`config.mk`:
```
export PLATFORM = sky130hd
export DESIGN_NAME = dmem_scrub_ctrl
export DESIGN_NICKNAME = d
export VERILOG_FILES = /design/src/rtl/dmem_scrub_ctrl.sv
export SDC_FILE = /design/constraint.sdc
export NUM_CORES = 1
export LEC_CHECK = 0
export ABC_CLOCK_PERIOD_IN_PS = 2400
export CORE_MARGIN = 2
export CORE_UTILIZATION = 25
export CTS_CLUSTER_DIAMETER = 100
export DETAILED_ROUTE_END_ITERATION = 10
export GPL_ROUTABILITY_DRIVEN = 0
export SYNTH_ARGS = -nofsm -noshare
export SYNTH_HDL_FRONTEND = slang
export SYNTH_SLANG_ARGS = --single-unit
```
`constraint.sdc`:
```
create_clock -name clk -period 2.4 [get_ports clk]
set_input_delay 0.72 -clock clk [delete_from_list [all_inputs] [get_ports clk]]
set_output_delay 0.72 -clock clk [all_outputs]
set_load 0.01 [all_outputs]
```
`src/rtl/dmem_scrub_ctrl.sv`:
```
// rtl/dmem_scrub_ctrl.sv - background SECDED scrubber for the data memory
// Reads one word per interval, writes back corrected data, counts and reports errors.
module dmem_scrub_ctrl #(
   parameter int AW       = 8,
   parameter int DEPTH    = 256,
   parameter int CW       = 39,
   parameter int INTERVAL = 1024
) (
   input  logic          clk,
   input  logic          rst,
   input  logic          en,
   input  logic          cpu_req,
   input  logic          cpu_we,
   input  logic [AW-1:0] cpu_addr,
   output logic          mem_req,
   output logic          mem_we,
   output logic [AW-1:0] mem_addr,
   output logic [CW-1:0] mem_wdata,
   input  logic          dec_sbe,
   input  logic          dec_dbe,
   input  logic [CW-1:0] dec_cw,
   input  logic          clr_cnt,
   output logic [15:0]   sbe_cnt,
   output logic [15:0]   dbe_cnt,
   output logic          dbe_irq,
   output logic [AW-1:0] dbe_addr,
   output logic          pass_done,
   output logic          busy
);

   localparam int            IW        = (INTERVAL > 1) ? $clog2(INTERVAL) : 1;
   localparam logic [IW-1:0] IVAL_LOAD = IW'(INTERVAL - 1);
   localparam logic [AW-1:0] LAST_ADDR = AW'(DEPTH - 1);

   typedef enum logic [2:0] {S_IDLE, S_WAIT, S_RD, S_CHK, S_WB} state_t;

   state_t        state_q, state_d;
   logic [IW-1:0] ival_q, ival_d;
   logic [AW-1:0] addr_q, addr_d;
   logic [CW-1:0] wdata_q, wdata_d;
   logic [15:0]   sbe_cnt_q, sbe_cnt_d;
   logic [15:0]   dbe_cnt_q, dbe_cnt_d;
   logic          dbe_irq_q, dbe_irq_d;
   logic [AW-1:0] dbe_addr_q, dbe_addr_d;
   logic          pass_done_q, pass_done_d;
   logic          stop_q, stop_d;

   logic store_hit, stopping, advance, sbe_inc, dbe_inc;

   always_comb begin
      state_d     = state_q;
      ival_d      = ival_q;
      addr_d      = addr_q;
      wdata_d     = wdata_q;
      dbe_addr_d  = dbe_addr_q;
      stop_d      = stop_q;
      dbe_irq_d   = 1'b0;
      pass_done_d = 1'b0;
      advance     = 1'b0;
      sbe_inc     = 1'b0;
      dbe_inc     = 1'b0;
      // A CPU store to the word under repair makes our corrected copy stale.
      store_hit   = cpu_req & cpu_we & (cpu_addr == addr_q);
      stopping    = stop_q | ~en;

      case (state_q)
         S_IDLE: begin
            if (en) begin
               state_d = S_WAIT;
               ival_d  = IVAL_LOAD;
            end
         end
         S_WAIT: begin
            if (!en) begin
               state_d = S_IDLE;
            end else if (ival_q == '0) begin
               state_d = S_RD;
            end else begin
               ival_d = ival_q - 1'b1;
            end
         end
         S_RD: begin
            stop_d = stopping;
            if (!cpu_req) begin
               state_d = S_CHK;
            end
         end
         S_CHK: begin
            stop_d = stopping;
            if (dec_dbe) begin
               dbe_inc    = 1'b1;
               dbe_irq_d  = 1'b1;
               dbe_addr_d = addr_q;
               advance    = 1'b1;
            end else if (dec_sbe) begin
               if (store_hit) begin
                  sbe_inc = 1'b1;
                  advance = 1'b1;
               end else begin
                  wdata_d = dec_cw;
                  state_d = S_WB;
               end
            end else begin
               advance = 1'b1;
            end
         end
         S_WB: begin
            stop_d = stopping;
            if (store_hit || !cpu_req) begin
               sbe_inc = 1'b1;
               advance = 1'b1;
            end
         end
         default: state_d = S_IDLE;
      endcase

      if (advance) begin
         addr_d      = (addr_q == LAST_ADDR) ? '0 : addr_q + 1'b1;
         pass_done_d = (addr_q == LAST_ADDR);
         stop_d      = 1'b0;
         if (stopping) begin
            state_d = S_IDLE;
         end else begin
            state_d = S_WAIT;
            ival_d  = IVAL_LOAD;
         end
      end

      if (clr_cnt)                              sbe_cnt_d = '0;
      else if (sbe_inc && sbe_cnt_q != 16'hFFFF) sbe_cnt_d = sbe_cnt_q + 16'd1;
      else                                      sbe_cnt_d = sbe_cnt_q;

      if (clr_cnt)                              dbe_cnt_d = '0;
      else if (dbe_inc && dbe_cnt_q != 16'hFFFF) dbe_cnt_d = dbe_cnt_q + 16'd1;
      else                                      dbe_cnt_d = dbe_cnt_q;
   end

   always_ff @(posedge clk or negedge rst) begin
      if (!rst) begin
         state_q     <= S_IDLE;
         ival_q      <= '0;
         addr_q      <= '0;
         wdata_q     <= '0;
         sbe_cnt_q   <= '0;
         dbe_cnt_q   <= '0;
         dbe_irq_q   <= 1'b0;
         dbe_addr_q  <= '0;
         pass_done_q <= 1'b0;
         stop_q      <= 1'b0;
      end else begin
         state_q     <= state_d;
         ival_q      <= ival_d;
         addr_q      <= addr_d;
         wdata_q     <= wdata_d;
         sbe_cnt_q   <= sbe_cnt_d;
         dbe_cnt_q   <= dbe_cnt_d;
         dbe_irq_q   <= dbe_irq_d;
         dbe_addr_q  <= dbe_addr_d;
         pass_done_q <= pass_done_d;
         stop_q      <= stop_d;
      end
   end

   // Port ownership is gated combinationally so the CPU always wins the same cycle.
   assign mem_req   = ~cpu_req & ((state_q == S_RD) | (state_q == S_WB));
   assign mem_we    = ~cpu_req & (state_q == S_WB);
   assign busy      = (state_q == S_RD) | (state_q == S_CHK) | (state_q == S_WB);
   assign mem_addr  = addr_q;
   assign mem_wdata = wdata_q;
   assign sbe_cnt   = sbe_cnt_q;
   assign dbe_cnt   = dbe_cnt_q;
   assign dbe_irq   = dbe_irq_q;
   assign dbe_addr  = dbe_addr_q;
   assign pass_done = pass_done_q;

endmodule

```
==> results of run 1 <==
==> flip-flops by register name (all words and copies together) (netlist names), 3 cells and up <==
register,flops
dbe_addr,8
dbe_cnt,16
ival_q,10
mem_addr,8
mem_wdata,39
sbe_cnt,16
state_q,3
==> final timing paths <==
kind	start	end	slack, ns	cells past startpoint
worst min-delay path	rst	sbe_cnt[13]	0.34	1
worst max-delay path	cpu_req	mem_we	0.05	5
worst max register to register	sbe_cnt[0]	sbe_cnt[1]	0.33	9
worst min register to register	mem_wdata[5]	mem_wdata[5]	0.51	1
max in group asynchronous	rst	mem_wdata[12]	1.42	2
min in group clk	mem_wdata[5]	mem_wdata[5]	0.51	1
==> what timing repair did <==
action	CTS	global route
setup buffers	2	0
setup endpoints to repair	63	53
pin swaps	6	6
gates resized for setup	16	8
gates cloned	1	2
==> cells in the final DEF, fill, tap and decap left out, types with 5 or more instances in the layout <==
master             n
clkdlybuf4s50_1  136
dfrtp_1          103
mux2_2            47
nor2_1            46
buf_4             46
nand2_1           28
xor2_1            20
nand3_1           20
a21oi_1           15
nand4_1           13
xnor2_1           10
clkbuf_16         10
inv_1              8
o21ai_0            8
nor3_1             7
mux2i_1            7
dlygate4sd2_1      7
or3_1              6
nand2b_1           6
and2_1             6
and3_1             6
nor4_1             5
==> synth_stat cells (all sizes together), types with 2 or more instances <==
| master | number |
|---|---|
| dfrtp | 103 |
| mux2 | 50 |
| nor2 | 47 |
| nand2 | 29 |
| nand3 | 22 |
| xor2 | 21 |
| a21oi | 16 |
| buf | 14 |
| nand4 | 13 |
| o21ai | 12 |
| xnor2 | 10 |
| inv | 9 |
| nor3 | 8 |
| mux2i | 7 |
| nor4 | 7 |
| and2 | 6 |
| and3 | 6 |
| nand2b | 6 |
| or3 | 6 |
| and4 | 4 |
| clkbuf | 4 |
| ha | 4 |
| nor2b | 4 |
| o31ai | 4 |
| or4 | 4 |
| a22o | 2 |
| a41oi | 2 |
| nand3b | 2 |
| o21bai | 2 |
| or2 | 2 |
==> logic make-up after synthesis <==
| group | Yosys count | synth area share |
|---|---|---|
| AO/OA/AOI/OAI | 47 | 0.06360 |
| XOR/XNOR | 31 | 0.05587 |
| adder cells (fa/ha/maj) | 4 | 0.01030 |
| buffers and inverters | 27 | 0.02703 |
| flip-flops | 103 | 0.5304 |
| multiplexers | 57 | 0.1303 |
| AND/OR/NAND/NOR | 170 | 0.1825 |
==> per-layer routing <==
metal / wire, um / global-route usage / up-vias / part of all wire
met2: 6307 / 0.2113 / 132 / 0.46
li1: - / - / 1927 / -
met3: 1008 / 0.04199 / 19 / 0.074
met5: 0 / 0 / - / 0
met1: 6080 / 0.1740 / 1970 / 0.44
met4: 279 / 0.05418 / 0 / 0.020
==> area by class of cell <==
type,count,area (um^2),share of cell area
Sequential cell,103,2577,0.3516
Multi-Input combinational cell,310,2218,0.3026
Timing Repair Buffer,196,1878,0.2562
Tap cell,260,325.3,0.04438
Clock buffer,11,252.7,0.03448
Clock inverter,4,45.04,0.006144
Inverter,9,33.78,0.004608
==> where the power goes <==
| part | internal [mW] | switching [mW] | leakage, nW |
|---|---|---|---|
| logic | 1.34 | 0.948 | 1.63 |
| clock network | 0.855 | 0.648 | 0.151 |
| registers | 2.17 | 0.261 | 1.31 |
| total | 4.37 | 1.86 | 3.09 |
==> stage by stage <==
step / TNS (ns) / hold WS, ns
floorplan: 0 / 0.4244
global placement: -33.93 / 0.4861
detailed placement: -34.32 / 0.4913
CTS: 0 / 0.3401
global route: 0 / 0.3633
finish: 0 / 0.3381
==> summary.txt, run 1 <==
Yosys
  • Net Count, Synth: 498
  • Syn Std Cell Area: 4860 um^2
  • Cells after Synth: 439
  • Top_reg_cell synth: dfrtp_1
  • Synth cell types: 51
  • Post-synth top area share: 0.5304
  • Number of flops mapped to enable cells by yosys: 0
  • #FFs+latches synth: 103
  • Register area share after synthesis: 0.5304
  • YS warnings: 0
  • Area leader, netlist: dfrtp_1
  • Mapped Avg Cell Area: 11.07 um^2
  • Ys async rst share: 1.000
  • Top cells by area, synth: dfrtp_1 (53%), mux2_2 (11%), xor2_1 (3.8%), nor2_1 (3.6%), nand3_1 (2.3%)

Clocking
  • CTS sink count: 103
  • H-tree level count: 3
  • Worst-path clk slew: 0.07 ns
  • Root buf cell: clkbuf_16
  • CTS tree: done
  • # hold bufs at CTS: 0
  • CTS Buffer Depth: 2
  • Skew-Pair Late Insertion Delay: 0.35 ns
  • Num CTS Buffers: 9

Global routing
  • Grt total ovfl: 0
  • Antenna violations before repair: 0
  • First-pass GRT wire length: 21740 um
  • Gr usage total: 0.1350
  • Number of global-route vias before repair: 4146
  • Largest net degree at the start of global routing: 41

Timing
  • Skew final: 0.006451 ns
  • PnR worst setup slack: 0.05479 ns
  • Post-layout min period: 2.345 ns
  • Final Setup Violations: 0
  • Max Slew Vio Count: 0
  • Fmax: 426.4 MHz
  • Final Hold Vio Count: 0
  • RSZ-0062 raised after global routing: no
  • Final worst path period share: 0.9772
  • Worst-Margin Slew: 0.6474 ns
  • Rel. slew slack: 0.5644

Route
  • Final WL: 13680 um
  • WL/cell: 15.31 um
  • DR vias/cell: 4.533
  • ANT nets after route: 0
  • TritonRoute pass-1 iters: 4
  • DRC: 0
  • Via Count: 4048
  • Starting DRC count in detailed routing: 177

Floorplanning
  • Die Y-Extent: 143.4 um
  • Die Wd: 143.4 um
  • Core area: 18890 um^2
  • Initial core utilization: 0.2572
  • # rows: 50
  • Die area: 20570 um^2
  • Io pins: 147

Status
  • Outcome: finished clean

Pwr
  • P per Cell Area: 849.7 nW/um^2
  • Maximum vdd ir drop: 0.4526 mV
  • Power Total: 6.229 mW
  • Leakage: 3.087 nW

Flow run
  • Max cap viols: 0

Setup path
  • Critical Path Start Type: input port
  • Required time worst endpoint: 1.68 ns
  • Max incr delay on CP: 0.29 ns
  • Worst EP arrival: 1.63 ns
  • CP max stage cell: dlygate4sd2_1
  • Setup crit end kind: primary output
  • Buf/Inv on CP: 4
  • CP Cell Sequence: dlygate4sd2_1, buf_4, buf_4, nor2_4, clkdlybuf4s15_1
  • Kind of critical path: in -> out
  • Max Fanout on Critical Path: 3
  • Worst path top cell family by delay: buffers and inverters
  • Crit path top cell by count: buf_4

Cells and area
  • Share of cells above drive strength 1: 0.2117
  • Post-Layout Cell Count: 893
  • Layout Nets: 688
  • Ant diodes: 0
  • Area growth syn-to-layout: 50.85%
  • Final Cell Area: 7331 um^2
  • FILL cells: 1897
  • Post-layout util: 0.3880

Min path
  • Worst min path class: in -> async

Placed design
  • PortBufs: 146
  • DPL Wire Length: 9806 um
  • Dpl cells: 873
  • Placed cell area: 6919 um^2
  • Pre-CTS WS: -0.6591 ns
Power figures use the tool's default switching activity.
==> run 2, diff against run 1 <==
Settings changed: GPL_ROUTABILITY_DRIVEN 0 to 1.
==> results of run 2 <==
Final layout, timing and power as in run 1 (identical DEF).
==> run 3, diff against run 2 <==
Settings changed: CORE_UTILIZATION 25 to 47, PLACE_DENSITY set to 0.8.
==> summary.txt, run 3 (synthesis results as in run 1) <==
Setup path
  • CP Cell Sequence: or3b_4, nand2_1, dlygate4sd2_1
  • Critical Path Start Type: register
  • Reg2Reg Depth: 7 (-2)
  • Worst EP arrival: 1.58 ns (-0.05 ns)
  • Max incr delay on CP: 0.46 ns (+0.17 ns)
  • Setup crit end kind: primary output
  • Kind of critical path: reg -> out
  • CP max stage cell: or3b_4
  • Required time worst endpoint: 1.68 ns (about the same)
  • Max Fanout on Critical Path: 6 (+3)

Timing
  • Final Hold Vio Count: 0 (unchanged)
  • Final Setup Violations: 0 (unchanged)
  • Rel. slew slack: 0.5946 (+0.03020)
  • Fmax: 435.7 MHz (+2.2%)
  • Worst-Margin Slew: 0.6081 ns (-0.03933 ns)
  • Max Slew Vio Count: 0 (unchanged)
  • Post-layout min period: 2.295 ns (-0.05008 ns)
  • Final worst path period share: 0.9563 (-0.02087)
  • Skew final: 0.009986 ns (+0.003534 ns)
  • PnR worst setup slack: 0.1049 ns (+0.05008 ns)

Placed design
  • Pre-CTS WS: -0.4974 ns (+0.1617 ns)
  • GP Congestion: 0.8480
  • DPL Wire Length: 8807 um (-10%)
  • PortBufs: 146 (unchanged)

Route
  • DR vias/cell: 5.246 (+16%)
  • DRC: 0 (unchanged)
  • Starting DRC count in detailed routing: 193 (+9.0%)
  • ANT nets after route: 0 (unchanged)
  • Via Count: 3982 (-1.6%)
  • Final WL: 11860 um (-13%)
  • TritonRoute pass-1 iters: 4 (unchanged)
  • WL/cell: 15.63 um (+2.1%)

Cells and area
  • Commonest non-fill, non-tap cell in the layout: clkdlybuf4s50_1
  • Most frequent cells in the layout: clkdlybuf4s50_1 (135), dfrtp_1 (103), mux2_2 (47)
  • Share of cells above drive strength 1: 0.1990 (-0.01265)
  • Layout Nets: 677 (-1.6%)
  • Area growth syn-to-layout: 43.92%
  • Max reg flops: 39 (unchanged)
  • Ant diodes: 0 (unchanged)
  • FILL cells: 752 (-60%)

Clocking
  • Skew-Pair Late Insertion Delay: 0.36 ns (about the same)
  • Root buf cell: clkbuf_8
  • CTS sink count: 103 (unchanged)
  • CTS Buffer Depth: 2 (unchanged)
  • CTS tree: done
  • H-tree level count: 3 (unchanged)
  • Num CTS Buffers: 9 (unchanged)
  • Worst-path clk slew: 0.09 ns (+0.02 ns)

Global routing
  • Grt total ovfl: 0 (unchanged)
  • Largest net degree at the start of global routing: 46 (+12%)
  • Number of global-route vias before repair: 4046 (-2.4%)
  • Antenna violations before repair: 0 (unchanged)
  • Gr usage total: 0.2215 (+0.08647)
  • First-pass GRT wire length: 19720 um (-9.3%)

Pwr
  • Power Total: 5.832 mW (-6.4%)
  • P per Cell Area: 833.8 nW/um^2 (-1.9%)
  • Maximum vdd ir drop: 0.6387 mV (+41%)
  • Leakage: 3.022 nW (-2.1%)

Flow run
  • Max cap viols: 0 (unchanged)

Min path
  • Worst min path class: in -> async

Floorplanning
  • Initial core utilization: 0.4771 (+0.2199)
  • Die Wd: 105.7 um (-26%)
  • Io pins: 147 (unchanged)
  • Core area: 10180 um^2 (-46%)
  • # rows: 37 (-26%)
  • Die Y-Extent: 105.7 um (-26%)
  • Die area: 11170 um^2 (-46%)

Status
  • Outcome: finished clean
-- run 3: changes by cell type in the layout (fill, tap and decap cells not counted), sizes merged --
cell / before / now
buf: 50 / 42
clkbuf: 12 / 14
clkdlybuf4s15: 1 / 0
clkdlybuf4s50: 136 / 135
clkinv: 3 / 2
dlygate4sd2: 7 / 5
dlymetal6s2s: 1 / 3
o21ai: 13 / 12
-- run 3: stage by stage --
stage	hold WS [ns]	TNS (ns)	cell area, um^2	cells	utilization
2_1_floorplan	0.4244	0	4860	439	-
3_3_place_gp	0.4716	-21.71	6699	739	0.6577
3_5_place_dp	0.4938	-24.90	6699	739	0.6577
4_1_cts	0.3777	-0.01422	6949	759	0.6823
5_1_grt	0.3816	-0.0006577	6994	759	0.6867
6_report	0.3520	0	6994	759	0.6867
-- run 3: path summary, 6_finish.rpt --
path	start	to	slack, ns
min in group clk	stop_q	stop_q	0.51
hold / removal	rst	sbe_cnt[3]	0.35
max in group asynchronous	rst	mem_addr[7]	1.46
setup / recovery	state_q[1]	busy	0.10
setup reg to reg	mem_addr[6]	sbe_cnt[6]	0.26
hold reg to reg	stop_q	stop_q	0.51
-- run 3: repair_timing --
| item | in CTS | in global routing |
|---|---|---|
| setup endpoints to repair | 13 | 69 |
| cloned | 0 | 0 |
| buffers inserted | 4 | 0 |
| gates resized for setup | 15 | 12 |
| hold buffers | 0 | 0 |
| pin swaps | 5 | 1 |
-- run 3: power breakdown --
| part | switching (mW) | internal (mW) |
|---|---|---|
| Clock | 0.573 | 0.566 |
| Combinational | 0.945 | 1.33 |
| Sequential | 0.248 | 2.17 |
| Total | 1.77 | 4.06 |
-- run 3: layer usage --
metal | vias up | track usage | routed length, um
li1 | 1918 | - | -
met1 | 1934 | 0.2730 | 4855
met2 | 113 | 0.3673 | 5908
met3 | 17 | 0.06926 | 855
met4 | 0 | 0.07989 | 244
met5 | - | 0 | 0
-- run 3: worst max-delay path, delay by kind of cell (launching register included) --
kind,cells,cell delay [ns]
and+or+nand+nor,2,0.56
DFF,1,0.38
buffers and inverters,1,0.28
-- run 3: layout make-up --
class                           instances  area, um^2  area share
Sequential cell                       103        2577      0.3685
Inverter                                9       33.78    0.004830
Tap cell                              136       170.2     0.02433
Clock buffer                           13       168.9     0.02415
Timing Repair Buffer                  186        1798      0.2571
Multi-Input combinational cell        309        2206      0.3154
Clock inverter                          3       40.04    0.005725
